File: src/rtl/timer_sync.sv
// Programmable frame timer: a fine counter runs 0..lim_q and advances a wide
// period counter on every wrap, with sync load, count enable and sticky overflow.
module timer_sync #(
   parameter int COUNTER  = 19,
   parameter int PERIOD_W = 48
) (
   input  logic                clk,
   input  logic                rst,
   input  logic                en,
   input  logic [COUNTER-1:0]  limit,
   input  logic                load,
   input  logic [PERIOD_W-1:0] load_period,
   output logic [COUNTER-1:0]  counter,
   output logic [PERIOD_W-1:0] period,
   output logic                period_done,
   output logic                period_ovf,
   output logic                synced
);

   // Terminal count is only taken from limit at a wrap or a load, so a frame
   // in flight always keeps the length it started with.
   logic [COUNTER-1:0] lim_q;
   logic               at_term;
   logic               period_max;

   assign at_term    = (counter == lim_q);
   assign period_max = &period;

   always_ff @(posedge clk or negedge rst) begin
      if (!rst) begin
         counter     <= '0;
         period      <= '0;
         lim_q       <= '1;
         period_done <= 1'b0;
         period_ovf  <= 1'b0;
         synced      <= 1'b0;
      end else if (load) begin
         counter     <= '0;
         period      <= load_period;
         lim_q       <= limit;
         period_done <= 1'b0;
         period_ovf  <= 1'b0;
         synced      <= 1'b1;
      end else if (!en) begin
         period_done <= 1'b0;
      end else if (at_term) begin
         counter     <= '0;
         period      <= period + PERIOD_W'(1);
         lim_q       <= limit;
         period_done <= 1'b1;
         if (period_max) begin
            period_ovf <= 1'b1;
         end
      end else begin
         counter     <= counter + COUNTER'(1);
         period_done <= 1'b0;
      end
   end

endmodule

File: config.mk
export PLATFORM = sky130hd
export DESIGN_NAME = timer_sync
export DESIGN_NICKNAME = d
export VERILOG_FILES = /design/src/rtl/timer_sync.sv
export SDC_FILE = /design/constraint.sdc
export NUM_CORES = 1
export LEC_CHECK = 0
export ABC_AREA = 0
export CORE_ASPECT_RATIO = 0.9
export CORE_MARGIN = 2
export CORE_UTILIZATION = 52
export DETAILED_ROUTE_END_ITERATION = 12
export GPL_ROUTABILITY_DRIVEN = 0
export MAX_ROUTING_LAYER = met4
export PLACE_DENSITY = 0.86
export SKIP_CTS_REPAIR_TIMING = 1
export SLEW_MARGIN = 20
export SYNTH_ARGS = -nofsm -noshare
export SYNTH_HDL_FRONTEND = slang
export SYNTH_SLANG_ARGS = --single-unit
File: constraint.sdc
create_clock -name clk -period 5.15 [get_ports clk]
set_input_delay 0.7725 -clock clk [delete_from_list [all_inputs] [get_ports clk]]
set_output_delay 0.7725 -clock clk [all_outputs]
set_load 0.005 [all_outputs]
Yosys cells after proc, flatten, opt, wreduce, memory -nomap -nowiden. Index checks and enable logic that the tools add are counted.

Multiplexer cells: 16. Reduce and logical (&&, ||, !) cells: 6. $add $sub $neg: 2. Eq/ne operators: 1.

Operator list (count): 48-bit 2-to-1 mux (3); 19-bit 2-to-1 mux (6); 48-bit by 1-bit adder with 48-bit output, second input constant (1); 48-bit AND reduction (1); 19-bit by 1-bit adder with 19-bit output, second input constant (1); 19-bit == test (1); 1-bit 2-to-1 mux (7); 2-bit nonzero test (3); 3-bit AND reduction (1); 2-bit AND reduction (1).

Input bits: 71. Output and inout bits: 70. Bits in registers: 89. Word-level logic and storage cells: 31.

Longest topological paths before layout.
Depth in word-level cells: 5. Depth in mapped cells: 9. Depth with buffers taken out: 7.

Least setup slack after synthesis. Ideal clock, no wire load.

Path kind: reg2reg. From: register period[19]. To: register period[47]. Clock period less this slack: 2.467 ns. Stages on the path, launching flop included: 7. Arrival: 2.343 ns. Setup time: 0.124 ns. Data required time: 5.026 ns. Path slack: 2.683 ns. Buffers on the path: 0. Cell sequence: dfrtp_1 nand4_1 or3_1 or4b_1 nor3_2 mux2_2 a211o_1.

Cells in the longest elaborated chain, start to end: 4.

Ends and longest elaborated chain: start: declaration (line 14) `output logic [PERIOD_W-1:0] period,`; start signal: assignment (line 39) `period <= load_period;`; start signal: assignment (line 48) `period <= period + PERIOD_W'(1);`; 48-bit by 1-bit adder with 48-bit output (line 48); 48-bit 2-to-1 mux (line 46) `end else if (at_term) begin`; 48-bit 2-to-1 mux (line 44) `end else if (!en) begin`; 48-bit 2-to-1 mux (line 37) `end else if (load) begin`.

Every way passes these cells. The select of a mux whose other input is x is not followed. A chain may end at the register's enable or synchronous reset.

Worst setup path after layout.
From: register counter[15]. To: register lim_q[10].

Cells in the longest elaborated chain, start to end: 3.

Ends and longest elaborated chain: start: declaration (line 13) `output logic [COUNTER-1:0] counter,`; start signal: assignment (line 55) `counter <= counter + COUNTER'(1);`; 19-bit == test (line 26) `assign at_term = (counter == lim_q);`; 2-bit nonzero test (no source line); 2-bit AND reduction (no source line); end signal: assignment (line 40) `lim_q <= limit;`; end signal: assignment (line 49) `lim_q <= limit;`; end: declaration (line 22) `logic [COUNTER-1:0] lim_q;`.

Every way passes these cells.

==> run_results.csv <==
group,metric,value,unit
clock_tree,clock_latency,360,ps
clock_tree,cts_buffers,9,
final_layout,area_growth_syn_to_layout,34.2,%
yosys,ys_seq_elements,89,
pwr,power_density,244,mW/mm^2
floorplan,initial_core_util,53.9,%
drt,final_antenna_net_count,0,
yosys,syn_area_per_cell,9.55,sq um
flow_run,cap_violations,0,
yosys,synth_common_cells,"dfrtp_1, nand2_1, nor2_1, xnor2_1, xor2_1",
yosys,post_synth_num_cell_types,49,
final_layout,drive_above_1_share,12.3,%
floorplan,die_w,107,um
pwr,leakagePower,2.45,nW
worst_setup_path,cp_data_required_time,5430,ps
worst_setup_path,ff2ff_path_depth,7,
sta,rsz0062_at_grt,"false",
global_routing,grt_start_max_net_pins,77,
worst_setup_path,path_class,"flip-flop to flip-flop",
sta,period_share,66.8,%
yosys,synth_fp_nets,590,
drt,drt_pass1_iterations,5,
drt,drc,0,
clock_tree,clockRootBuffer,"clkbuf_8",
floorplan,core,0.00917,sq mm
pwr,power_switching_share,27.3,%
yosys,yosysMostFrequentCell,"dfrtp_1",
global_routing,grt_use_total,28.7,%
sta,tightest_slew,856,ps
worst_setup_path,crit_start,"counter[15]",
floorplan,die_h,96.5,um
sta,slew_headroom,42.6,%
status,status,"finished, final reports clean",
worst_setup_path,timing.rr.end,"lim_q[10]",
sta,finalHoldViolCount,0,
yosys,synth_top_area_share,35.5,%
pwr,seqPwrFrac,51.5,%
worst_setup_path,start_kind,"flip-flop",
floorplan,rows,33,
sta,maxClockFrequency,291,MHz
pwr,peakVddDrop,0.133,mV
placed_design,dp.cells,763,
min_path,hp-class,"primary input to asynchronous set/reset pin",
global_routing,antenna_found_initial,0,
drt,vias_per_cell,5.99,
yosys,synthCells,517,
global_routing,grt_first_pass_wirelength,22400,um
sta,tns,0,ps
clock_tree,h-tree-depth,3,
worst_setup_path,crit_fanout,35,
final_layout,final_nets,725,
worst_setup_path,endpoint_kind,"flip-flop",
drt,vias,4668,
yosys,synthesis.area,0.00494,sq mm
pwr,power_frac_comb,18.1,%
drt,wl_per_cell,18.3,um
sta,setup_viol,0,
drt,wl,14300,um
sta,slew_viol_final,0,
placed_design,placed_area,0.00643,sq mm
final_layout,final_area,0.00663,sq mm
yosys,yosys_warnings,0,
yosys,synthArstFlopShare,100,%
worst_setup_path,r2r-start,"counter[15]",
yosys,synthTopCellsByArea,"dfrtp_1, dfstp_2, xnor2_1, mux2_2, xor2_1",
sta,skew,17.4,ps
placed_design,port_buffers,140,
yosys,synth_ff_type,"dfrtp_1",
pwr,p_switching,0.000441,W
worst_setup_path,crit_arrival,3720,ps
yosys,synth.largest_area_cell,"dfrtp_1",
final_layout,diodes,0,
pwr,internal_power,0.00117,W
floorplan,ios,141,
clock_tree,clock_path_buffers,2,
global_routing,grt_overflow,0,
final_layout,stdcell_count,779,
pwr,clkPwrFrac,30.3,%
clock_tree,tritoncts,"yes",
yosys,synth-edff-count,0,
yosys,synth-seq-area-share,45.6,%
clock_tree,cts.sinks,89,
floorplan,fp.dieArea,0.0103,sq mm
worst_setup_path,rrSetupSlack,1710,ps
drt,drt_iter0_drc,396,
worst_setup_path,cp-endpoint,"lim_q[10]",
placed_design,post-dp-hpwl,10600,um
sta,period_needed,3440,ps
clock_tree,clk_pin_slew_worst_paths,100,ps
global_routing,grt_pass1_vias,4429,
-- critical path: stages, from the launching register on --
cell,delay [ps]
dfrtp_1,440
xor2_1,190
nor4_2,530
nand4_1,450
buf_4,370
or2_1,330
nand2_2,610
mux2_2,420
-- worst min path at each step --
stage | end | startpoint | slack (ps)
6_report | period[47] | rst | 420
3_3_place_gp | synced | synced | 460
3_5_place_dp | synced | synced | 450
2_1_floorplan | synced | synced | 460
4_1_cts | period[39] | rst | 430
5_1_grt | period[31] | rst | 470
-- cell type report --
| type | count | area, sq um |
|---|---|---|
| inverter | 10 | 37.5 |
| clock inverter | 4 | 52.6 |
| fill | 667 | 2540 |
| multi-input combinational | 398 | 2570 |
| timing repair buffer | 144 | 1420 |
| clock buffer | 12 | 145 |
| sequential | 89 | 2250 |
| tap | 122 | 153 |
-- power by group through the flow --
stage	Sequential, W	Clock, W	Combinational, W
2_1_floorplan	0.000828	0	0.000122
4_1_cts	0.000830	0.000497	0.000295
6_report	0.000832	0.000490	0.000293
3_5_place_dp	0.000842	0	0.000293
3_3_place_gp	0.000839	0	0.000285
5_1_grt	0.000841	0.000520	0.000319
-- cell families (layout without fill, tap and decap cells) --
| kind of cell | count (synthesis) | after routing | synth area share, % |
|---|---|---|---|
| flops | 89 | 89 | 45.6 |
| compound gates | 57 | 57 | 6.94 |
| fa+ha+maj | 2 | 2 | 0.507 |
| mux | 31 | 31 | 6.99 |
| xor+xnor | 70 | 70 | 12.4 |
| buf+inv | 30 | 170 | 2.46 |
| simple gates | 238 | 238 | 25.1 |
-- cells in the final DEF (no fill, tap or decap), types with 3 or more instances in the layout --
cell,n
nand4_1,24
nor4_2,6
or3_1,6
buf_4,5
or2_2,3
nand3_1,23
o21ai_0,32
nor4_1,18
a31oi_1,8
or4_1,5
clkdlybuf4s50_1,138
o31ai_1,5
and3_1,4
clkbuf_8,10
nor2b_1,4
inv_1,9
xor2_1,33
dfstp_2,19
dfrtp_1,70
mux2i_1,3
nor3_1,23
nor2_1,40
mux2_2,28
nand2_1,66
xnor2_1,37
-- routing by layer --
| metal | GRT usage [%] | part of all wire, % | routed length (um) | up-vias |
|---|---|---|---|---|
| met5 | - | 0 | 0 | - |
| met4 | 8.55 | 1.9 | 271 | 0 |
| met3 | 4.29 | 7.7 | 1100 | 28 |
| met2 | 45.6 | 47 | 6770 | 253 |
| met1 | 38.8 | 43 | 6130 | 2266 |
| li1 | - | - | - | 2121 |
-- sequential cells by signal (all words and copies together), names as in the netlist --
register and count:
period 48, synced 1, period_ovf 1, lim_q 19
counter 19, period_done 1
-- through the flow --
stage | power, W | setup slack (ps) | hold slack [ps] | utilization, %
global placement | 0.00112 | 1830 | 458 | 70.2
detailed placement | 0.00114 | 1740 | 448 | 70.2
floorplan | 0.000950 | 2680 | 462 | -
finish | 0.00162 | 1710 | 417 | 72.3
CTS | 0.00162 | 1740 | 435 | 72.3
global route | 0.00168 | 1550 | 468 | 72.3
Power figures use the tool's default switching activity.
==> edit, RTL diff (config.mk and constraints unchanged) <==
Register the output `counter` once more, cleared by the reset; this adds one clock of latency there. The other outputs are not delayed to match.
--- a/src/rtl/timer_sync.sv
+++ b/src/rtl/timer_sync.sv
@@ -19,2 +19,4 @@
 
+   logic [COUNTER-1:0] counter_s0;
+
    // Terminal count is only taken from limit at a wrap or a load, so a frame
@@ -25,3 +27,3 @@
 
-   assign at_term    = (counter == lim_q);
+   assign at_term    = (counter_s0 == lim_q);
    assign period_max = &period;
@@ -30,3 +32,3 @@
       if (!rst) begin
-         counter     <= '0;
+         counter_s0  <= '0;
          period      <= '0;
@@ -37,3 +39,3 @@
       end else if (load) begin
-         counter     <= '0;
+         counter_s0  <= '0;
          period      <= load_period;
@@ -46,3 +48,3 @@
       end else if (at_term) begin
-         counter     <= '0;
+         counter_s0  <= '0;
          period      <= period + PERIOD_W'(1);
@@ -54,4 +56,12 @@
       end else begin
-         counter     <= counter + COUNTER'(1);
+         counter_s0  <= counter_s0 + COUNTER'(1);
          period_done <= 1'b0;
+      end
+   end
+
+   always_ff @(posedge clk or negedge rst) begin
+      if (!rst) begin
+         counter <= '0;
+      end else begin
+         counter <= counter_s0;
       end
Behaviour: not the same (a bounded check fails within 4 cycles, from zero or initial values and one cycle with rst low).
==> edit against the original RTL <==
Via count is 2.5% lower; largest power group unchanged; design area up 7.5%; highest routed layer unchanged; worst setup slack improved by 230 ps; critical endpoint is now period[47]$_DFFE_PN0P_; global-route usage decreased by 3.5 points; hold slack better by 33 ps; non-clock buffer count unchanged; maximum frequency rose by 7.2%; area after synthesis rose by 8.4%; core utilization fell by 1.8 points; routed wire length shrank 5.1%; count of clock-buffer cells in the layout decreased by 2; clock skew is 8.9 ps lower; total power grew 17%; sequential cell count is 19 higher.
==> edit: results (changes against the original RTL) <==
\begin{tabular}{lr}
\hline
Metric & Value \\
\hline
\multicolumn{2}{l}{\textbf{Clock tree}} \\
CTS Root Cell & clkbuf\_16 (was clkbuf\_8) \\
\multicolumn{2}{l}{\textbf{GRT}} \\
Global-route track usage on met3 & 4.95\% (was 4.29\%) \\
Via count of the first global-routing pass & 4434 (was 4429) \\
\multicolumn{2}{l}{\textbf{Cells and area}} \\
Proportion of layout cells with a drive suffix above 1 & 11.2\% (was 12.3\%) \\
Final design instance area without fill & 7130 sq um (was 6630 sq um) \\
Inverters excl. clock & 9 (was 10) \\
Fraction of area in registers & 38.2\% (was 33.9\%) \\
Clk\_buf instances & 10 (was 12) \\
Non-filler cells in the finished layout & 799 (was 779) \\
Proportion of cell area occupied by multi-input gates & 35.2\% (was 38.7\%) \\
Number of nets in the layout & 738 (was 725) \\
Filler cell count & 738 (was 667) \\
\multicolumn{2}{l}{\textbf{Power and ir drop}} \\
VDD IR-drop max & 0.213 mV (was 0.133 mV) \\
Final total power & 1900 uW (was 1620 uW) \\
Proportion of power drawn by flip-flops and latches & 51.4\% (was 51.5\%) \\
Comb power & 278 uW (was 293 uW) \\
Internal Power & 1410 uW (was 1170 uW) \\
\multicolumn{2}{l}{\textbf{Place}} \\
Post-placement worst setup slack & 1630 ps (was 1740 ps) \\
Hpwl dp & 9.69 mm (was 10.6 mm) \\
Number of cells in the design after placement & 783 (was 763) \\
\multicolumn{2}{l}{\textbf{Setup path}} \\
Worst R2R Path Depth & 6 (was 7) \\
Critical register-to-register path startpoint & counter\_s0[4]\$\_DFFE\_PN0P\_ (was counter[15]\$\_DFFE\_PN0P\_) \\
Worst-case register-to-register setup slack & 2040 ps (was 1710 ps) \\
Reg2Reg Capture Point & lim\_q[4]\$\_DFFE\_PN1P\_ (was lim\_q[10]\$\_DFFE\_PN1P\_) \\
\multicolumn{2}{l}{\textbf{Timing}} \\
Least-Margin Pin Slew & 785 ps (was 856 ps) \\
\multicolumn{2}{l}{\textbf{Die}} \\
Total core area & 10100 sq um (was 9170 sq um) \\
\multicolumn{2}{l}{\textbf{Run status}} \\
Result of the run & finished, final reports clean (unchanged) \\
\multicolumn{2}{l}{\textbf{Synthesis}} \\
Syn nets & 604 (was 590) \\
Register area share after synthesis & 50.9\% (was 45.6\%) \\
Biggest area contributors in the synthesized netlist & dfrtp\_1, dfstp\_2, xnor2\_1 (unchanged) \\
\multicolumn{2}{l}{\textbf{Route}} \\
Met3 routed WL & 728 microns (was 1.10 mm) \\
Detail-routed via count per cell & 5.70 (was 5.99) \\
\hline
\end{tabular}
edit: changes by cell type in the layout (fill, tap and decap cells not counted), moves of 5 or more:
cell       before  now
o21ai_1         0    6
nand3_1        23   33
nor2_1         40   31
dfrtp_1        70   89
clkbuf_16       0    9
nor3_1         23   31
mux2_2         28   23
nand4_1        24   17
clkbuf_8       10    0
and3_1          4   11
edit: worst max path at each step:
stage | to | slack [ps] | cells past startpoint | startpoint
after floorplan | period[43]$_DFFE_PN0P_ | 2550 | 8 | en
after global placement | period[47]$_DFFE_PN0P_ | 1780 | 7 | en
after detailed placement | period[47]$_DFFE_PN0P_ | 1630 | 7 | en
after CTS | period[47]$_DFFE_PN0P_ | 1960 | 7 | en
after global routing | period[47]$_DFFE_PN0P_ | 1760 | 7 | en
final | period[47]$_DFFE_PN0P_ | 1940 | 7 | en
edit: worst max-delay path: stages:
cell and delay, ps:
clkdlybuf4s50_1 710, nand4_1 140, nor3_1 220, nand4_2 430, or2_1 460, or4_1 530
a31oi_1 180
